**src/rtl/gnrc_delay_line_if.sv**
```systemverilog
// Signal bundle for gnrc_delay_line: stage control, payload in/out and depth/occupancy status.
// The master modport drives the line, the slave modport is the delay line itself.
interface gnrc_delay_line_if #(
  parameter int  MAX_DEPTH = 8,
  parameter type DTYPE     = logic
);
  localparam int DW = $clog2(MAX_DEPTH + 1);

  logic          flush_i;
  logic          en_i;
  logic          valid_i;
  DTYPE          d_i;
  logic [DW-1:0] depth_i;
  logic          valid_o;
  DTYPE          d_o;
  logic [DW-1:0] depth_o;
  logic [DW-1:0] cnt_o;
  logic          busy_o;
  logic          depth_err_o;

  modport master (
    output flush_i, en_i, valid_i, d_i, depth_i,
    input  valid_o, d_o, depth_o, cnt_o, busy_o, depth_err_o
  );

  modport slave (
    input  flush_i, en_i, valid_i, d_i, depth_i,
    output valid_o, d_o, depth_o, cnt_o, busy_o, depth_err_o
  );
endinterface

```
**src/rtl/gnrc_delay_line.sv**
```systemverilog
// Valid-tagged delay line with stall, flush and a runtime delay of 0..MAX_DEPTH stages.
// Build macro GNRC_DELAY_LINE_ZERO_INVALID_EN zeroes the payload of invalid entries.
module gnrc_delay_line #(
  parameter int  MAX_DEPTH = 8,
  parameter int  RST_DEPTH = MAX_DEPTH,
  parameter type DTYPE     = logic
) (
  input logic              clk_i,
  input logic              rst_ni,
  gnrc_delay_line_if.slave dl
);
  localparam int DW = $clog2(MAX_DEPTH + 1);

  DTYPE                 r_data [MAX_DEPTH];
  logic [MAX_DEPTH-1:0] r_vld;
  logic [DW-1:0]        r_depth;
  logic                 r_depth_err;

  logic [DW-1:0] w_cnt;
  logic [DW-1:0] w_depth_next;
  logic          w_depth_ovf;
  logic          w_depth_upd;
  logic          w_vld_sel;
  logic          w_valid;
  DTYPE          w_d0;
  DTYPE          w_d_sel;
  DTYPE          w_d;

  // Occupancy of the active window and the depth-change qualifier.
  always_comb begin
    w_cnt = '0;
    for (int i = 0; i < MAX_DEPTH; i++) begin
      w_cnt = w_cnt + ((r_vld[i] && (DW'(i) < r_depth)) ? DW'(1) : DW'(0));
    end
    w_depth_ovf  = (dl.depth_i > DW'(MAX_DEPTH));
    w_depth_next = w_depth_ovf ? DW'(MAX_DEPTH) : dl.depth_i;
    // A new delay is only safe when nothing is in flight and nothing enters this edge.
    w_depth_upd  = ((w_cnt == '0) && !(dl.en_i && dl.valid_i)) || dl.flush_i;
  end

  // Stage-0 payload and output tap at the end of the active window.
  always_comb begin
`ifdef GNRC_DELAY_LINE_ZERO_INVALID_EN
    w_d0 = dl.valid_i ? dl.d_i : '0;
`else
    w_d0 = dl.d_i;
`endif
    w_vld_sel = 1'b0;
    w_d_sel   = '0;
    for (int i = 0; i < MAX_DEPTH; i++) begin
      w_vld_sel = (r_depth == DW'(i + 1)) ? r_vld[i]  : w_vld_sel;
      w_d_sel   = (r_depth == DW'(i + 1)) ? r_data[i] : w_d_sel;
    end
    if (r_depth == '0) begin
      w_valid = dl.valid_i;
      w_d     = dl.d_i;
    end else begin
      w_valid = w_vld_sel;
      w_d     = w_d_sel;
    end
  end

  assign dl.valid_o     = w_valid;
`ifdef GNRC_DELAY_LINE_ZERO_INVALID_EN
  assign dl.d_o         = w_valid ? w_d : '0;
`else
  assign dl.d_o         = w_d;
`endif
  assign dl.depth_o     = r_depth;
  assign dl.cnt_o       = w_cnt;
  assign dl.busy_o      = (w_cnt != '0);
  assign dl.depth_err_o = r_depth_err;

  // Stage array: flush clears, enable shifts; stages past the window always load invalid.
  always_ff @(posedge clk_i or negedge rst_ni) begin
    if (!rst_ni) begin
      for (int i = 0; i < MAX_DEPTH; i++) begin
        r_data[i] <= '0;
      end
      r_vld <= '0;
    end else if (dl.flush_i) begin
      for (int i = 0; i < MAX_DEPTH; i++) begin
        r_data[i] <= '0;
      end
      r_vld <= '0;
    end else if (dl.en_i) begin
      r_data[0] <= w_d0;
      r_vld[0]  <= dl.valid_i && (r_depth != '0);
      for (int i = 1; i < MAX_DEPTH; i++) begin
        r_data[i] <= r_data[i-1];
        r_vld[i]  <= r_vld[i-1] && (DW'(i) < r_depth);
      end
    end
  end

  // Applied delay and the out-of-range request pulse.
  always_ff @(posedge clk_i or negedge rst_ni) begin
    if (!rst_ni) begin
      r_depth     <= DW'(RST_DEPTH);
      r_depth_err <= 1'b0;
    end else begin
      if (w_depth_upd) begin
        r_depth <= w_depth_next;
      end
      r_depth_err <= w_depth_upd && w_depth_ovf;
    end
  end
endmodule

```
**src/flat_wrapper.sv**
```systemverilog
// flat-port wrapper written by rule: the top's interface ports become plain ports
module gnrc_delay_line_flat 
#(
  parameter int  MAX_DEPTH = 8,
  parameter int  RST_DEPTH = MAX_DEPTH,
  parameter type DTYPE     = logic
)
  (clk_i, rst_ni, dl_flush_i, dl_en_i, dl_valid_i, dl_d_i, dl_depth_i, dl_valid_o, dl_d_o, dl_depth_o, dl_cnt_o, dl_busy_o, dl_depth_err_o);
  gnrc_delay_line_if #(.MAX_DEPTH(MAX_DEPTH), .DTYPE(DTYPE)) dl_i ();
  input logic clk_i;
  input logic rst_ni;
  input wire logic [$bits(dl_i.flush_i)-1:0] dl_flush_i;
  input wire logic [$bits(dl_i.en_i)-1:0] dl_en_i;
  input wire logic [$bits(dl_i.valid_i)-1:0] dl_valid_i;
  input wire logic [$bits(dl_i.d_i)-1:0] dl_d_i;
  input wire logic [$bits(dl_i.depth_i)-1:0] dl_depth_i;
  output wire logic [$bits(dl_i.valid_o)-1:0] dl_valid_o;
  output wire logic [$bits(dl_i.d_o)-1:0] dl_d_o;
  output wire logic [$bits(dl_i.depth_o)-1:0] dl_depth_o;
  output wire logic [$bits(dl_i.cnt_o)-1:0] dl_cnt_o;
  output wire logic [$bits(dl_i.busy_o)-1:0] dl_busy_o;
  output wire logic [$bits(dl_i.depth_err_o)-1:0] dl_depth_err_o;
  assign dl_i.flush_i = dl_flush_i;
  assign dl_i.en_i = dl_en_i;
  assign dl_i.valid_i = dl_valid_i;
  assign dl_i.d_i = dl_d_i;
  assign dl_i.depth_i = dl_depth_i;
  assign dl_valid_o = dl_i.valid_o;
  assign dl_d_o = dl_i.d_o;
  assign dl_depth_o = dl_i.depth_o;
  assign dl_cnt_o = dl_i.cnt_o;
  assign dl_busy_o = dl_i.busy_o;
  assign dl_depth_err_o = dl_i.depth_err_o;
  gnrc_delay_line #(.MAX_DEPTH(MAX_DEPTH), .RST_DEPTH(RST_DEPTH), .DTYPE(DTYPE)) u_core (.clk_i(clk_i), .rst_ni(rst_ni), .dl(dl_i));
endmodule
```
**config.mk**
```make
export PLATFORM = sky130hd
export DESIGN_NAME = gnrc_delay_line_flat
export DESIGN_NICKNAME = d
export VERILOG_FILES = /design/src/rtl/gnrc_delay_line_if.sv /design/src/rtl/gnrc_delay_line.sv /design/src/flat_wrapper.sv
export SDC_FILE = /design/constraint.sdc
export NUM_CORES = 1
export LEC_CHECK = 0
export CAP_MARGIN = 20
export CORE_MARGIN = 5
export CORE_UTILIZATION = 30
export DETAILED_ROUTE_END_ITERATION = 16
export PLACE_DENSITY = 0.55
export SLEW_MARGIN = 30
export SYNTH_ARGS = -nofsm -noshare
export SYNTH_HDL_FRONTEND = slang
export SYNTH_SLANG_ARGS = --single-unit
```
**constraint.sdc**
```tcl
create_clock -name clk_i -period 5.35 [get_ports clk_i]
set_input_delay 0.535 -clock clk_i [delete_from_list [all_inputs] [get_ports clk_i]]
set_output_delay 0.535 -clock clk_i [all_outputs]
set_load 0.02 [all_outputs]
```
==> results.yml <==
run_status:
  status: "complete, no violations"
routing:
  wl_um: 3230
  routed_via_density: 5.10
  dr_total_vias: 1142
  drc_errors: 0
  first_pass_iters: 4
  drtIter0Drc: 18
  ant_nets: 0
  post_drt_wl_per_cell_um: 14.4
clock_network:
  clk_latency_ns: 0.26
  ctsHoldBuffers: 0
  cts-buffers-inserted: 3
  htree_levels: 1
  cts_sinks: 21
  cts_buffer_depth: 2
  clk_pin_slew_worst_paths_ns: 0.08
  cts_setup_buffers: 0
  cts_tree: "yes"
  root_buffer: "clkbuf_8"
  cts_resized: 0
critical_path:
  r2r_slack_ns: 1.13
  rr_startpoint: "u_core.dl.depth_o[3]$_DFFE_PN1P_"
  cp-start-kind: "flip-flop"
  reg2reg_depth: 13
  r2r-end: "u_core.dl.depth_o[0]$_DFFE_PN0P_"
  arrival_ns: 4.45
  crit_fanout: 16
  crit_start: "u_core.dl.depth_o[3]$_DFFE_PN1P_"
  critical_path_class: "flip-flop to primary output"
  cp.required_ns: 4.82
  endpoint_kind: "primary output"
sta:
  worst_pin_slew_ns: 0.738
  hold_viol_final: 0
  fmax_mhz: 201
  fin_crit_ns: 4.98
  relSlewSlack_pct: 50.7
  finalSetupTns_ns: 0
  setup_viol: 0
  rsz0062_at_grt: "false"
  maxSlewViolCount: 0
  clock_skew_ns: 0.00416
  post-route-period-util_pct: 93.2
grt:
  antenna_found_initial: 0
  grt_max_degree: 26
  grt_overflow_total: 0
  grtUsageTotal_pct: 11.2
  grt_pass1_wl_um: 5620
  grt_pass1_vias: 1186
synthesis:
  synth_flop_cell: "dfrtp_1"
  ys.warnings.count: 0
  synth_edf_count: 0
  synth_seq_cells: 21
  async_flop_share_pct: 100
  netlist_instances: 152
  synthDistinctLibCells: 35
  avgSynthCellArea_um2: 9.39
  synth.net_count: 169
  syn-cell-area_um2: 1430
  seq_area_frac_synth_pct: 36.9
placed_design:
  dp_hpwl_um: 2400
  dpl-instance-area_um2: 1680
  routabilityCongestion: 0.767
  port_buffers: 21
layout:
  post-route-util_pct: 36.8
  n_antenna_cell: 0
  drive_gt1_share_pct: 10.0
  nets: 188
  seq_area_um2: 527
  layout_common_cells: "dfrtp_1, clkdlybuf4s50_1, nand2_1"
  fillers: 465
  stdcell_area_um2: 1720
  syn_to_final_growth_pct: 20.2
  final_common_cell: "dfrtp_1"
  multi_input_area_um2: 821
floorplanning:
  rows: 25
  core_region_area_um2: 4660
  die_w_um: 79.0
  initial_core_util_pct: 30.6
  dieArea_um2: 6240
  die_h_um: 79.0
  io_pins: 22
job:
  max_cap_viol_count: 0
pwr:
  peakVddDrop_mv: 0.0914
  p_leak_uw: 0.000747
  pwr_density_cell_nw_per_um2: 210
worst_hold_path:
  hp-class: "primary input to asynchronous set/reset pin"
synth_stat cells, types with 2 or more instances:
| master | instances | area (µm²) |
|---|---|---|
| nand2_1 | 14 | 52.6 |
| o211ai_1 | 3 | 22.5 |
| nand3_1 | 8 | 40.0 |
| clkbuf_1 | 3 | 11.3 |
| nor3_1 | 2 | 10.0 |
| ha_1 | 3 | 37.5 |
| inv_1 | 9 | 33.8 |
| nor2b_1 | 5 | 31.3 |
| or3_1 | 2 | 12.5 |
| o21ai_0 | 4 | 20.0 |
| mux2_4 | 4 | 60.1 |
| dfrtp_1 | 20 | 500 |
| o22ai_1 | 2 | 12.5 |
| fa_1 | 4 | 80.1 |
| a21oi_1 | 11 | 55.1 |
| mux2i_1 | 12 | 120 |
| buf_2 | 7 | 35.0 |
| nand2b_1 | 10 | 62.6 |
| nor3b_1 | 2 | 15.0 |
| nor2_1 | 12 | 45.0 |
routing by layer:
| layer | GRT usage [%] | share of wire (%) | wire, µm | vias to the layer above |
|---|---|---|---|---|
| li1 | - | - | - | 557 |
| met3 | 2.49 | 4.3 | 140 | 5 |
| met4 | 2.58 | 0.96 | 31 | 0 |
| met2 | 18.8 | 46 | 1470 | 25 |
| met5 | 0 | 0 | 0 | - |
| met1 | 14.7 | 49 | 1590 | 555 |
report_power, final:
part	switching (µW)	internal, µW
clock	53.0	53.1
combinational	43.4	38.3
sequential	8.33	164
total	105	255
how the worst max path moves through the flow:
stage / to / cells past startpoint / slack (ns)
after floorplan: dl_busy_o / 14 / 1.04
after global placement: dl_busy_o / 13 / 0.74
after detailed placement: dl_busy_o / 13 / 0.62
after CTS: dl_busy_o / 13 / 0.32
after global routing: dl_busy_o / 14 / 0.10
final: dl_busy_o / 13 / 0.37
area by class of cell:
| class | instances | area share (%) |
|---|---|---|
| clock buffer | 4 | 2.62 |
| inverter | 9 | 1.97 |
| multi-input combinational | 112 | 47.8 |
| sequential | 21 | 30.7 |
| tap | 54 | 3.94 |
| timing repair buffer | 24 | 13.0 |
per-stage QoR:
| stage | hold WS (ns) | std cells | power [µW] | worst slack (ns) |
|---|---|---|---|---|
| floorplan | 0.239 | 152 | 225 | 1.04 |
| global placement | 0.519 | 220 | 258 | 0.736 |
| detailed placement | 0.526 | 220 | 259 | 0.621 |
| CTS | 0.545 | 224 | 366 | 0.325 |
| global route | 0.258 | 224 | 381 | 0.102 |
| finish | 0.227 | 224 | 360 | 0.365 |
logic make-up (layout without fill, tap and decap cells):
kind of cell | count (synthesis) | after routing | synth area share, %
buffers and inverters | 19 | 37 | 5.61
AND/OR/NAND/NOR | 60 | 60 | 22.3
AO/OA/AOI/OAI | 28 | 28 | 13.2
adder cells (fa/ha/maj) | 7 | 7 | 8.24
multiplexers | 16 | 16 | 12.6
XOR/XNOR | 1 | 1 | 1.14
flip-flops | 21 | 21 | 36.9
worst max-delay path, stage by stage, from the launching register on:
cell	delay (ns)
dfstp_2	0.70
nand2b_1	0.17
nand2_1	0.08
fa_1	0.49
fa_1	0.55
inv_1	0.06
fa_1	0.54
ha_1	0.16
inv_1	0.05
fa_1	0.47
inv_1	0.07
nor3_4	0.24
nand2_1	0.08
clkdlybuf4s50_1	0.54
flip-flops by register name, indices dropped and copies added, names as in the netlist:
signal	cells
u_core.dl.depth_err_o	1
u_core.dl.depth_o	4
u_core.r_data	8
u_core.r_vld	8
No activity file was read; power rests on OpenSTA's default activity.
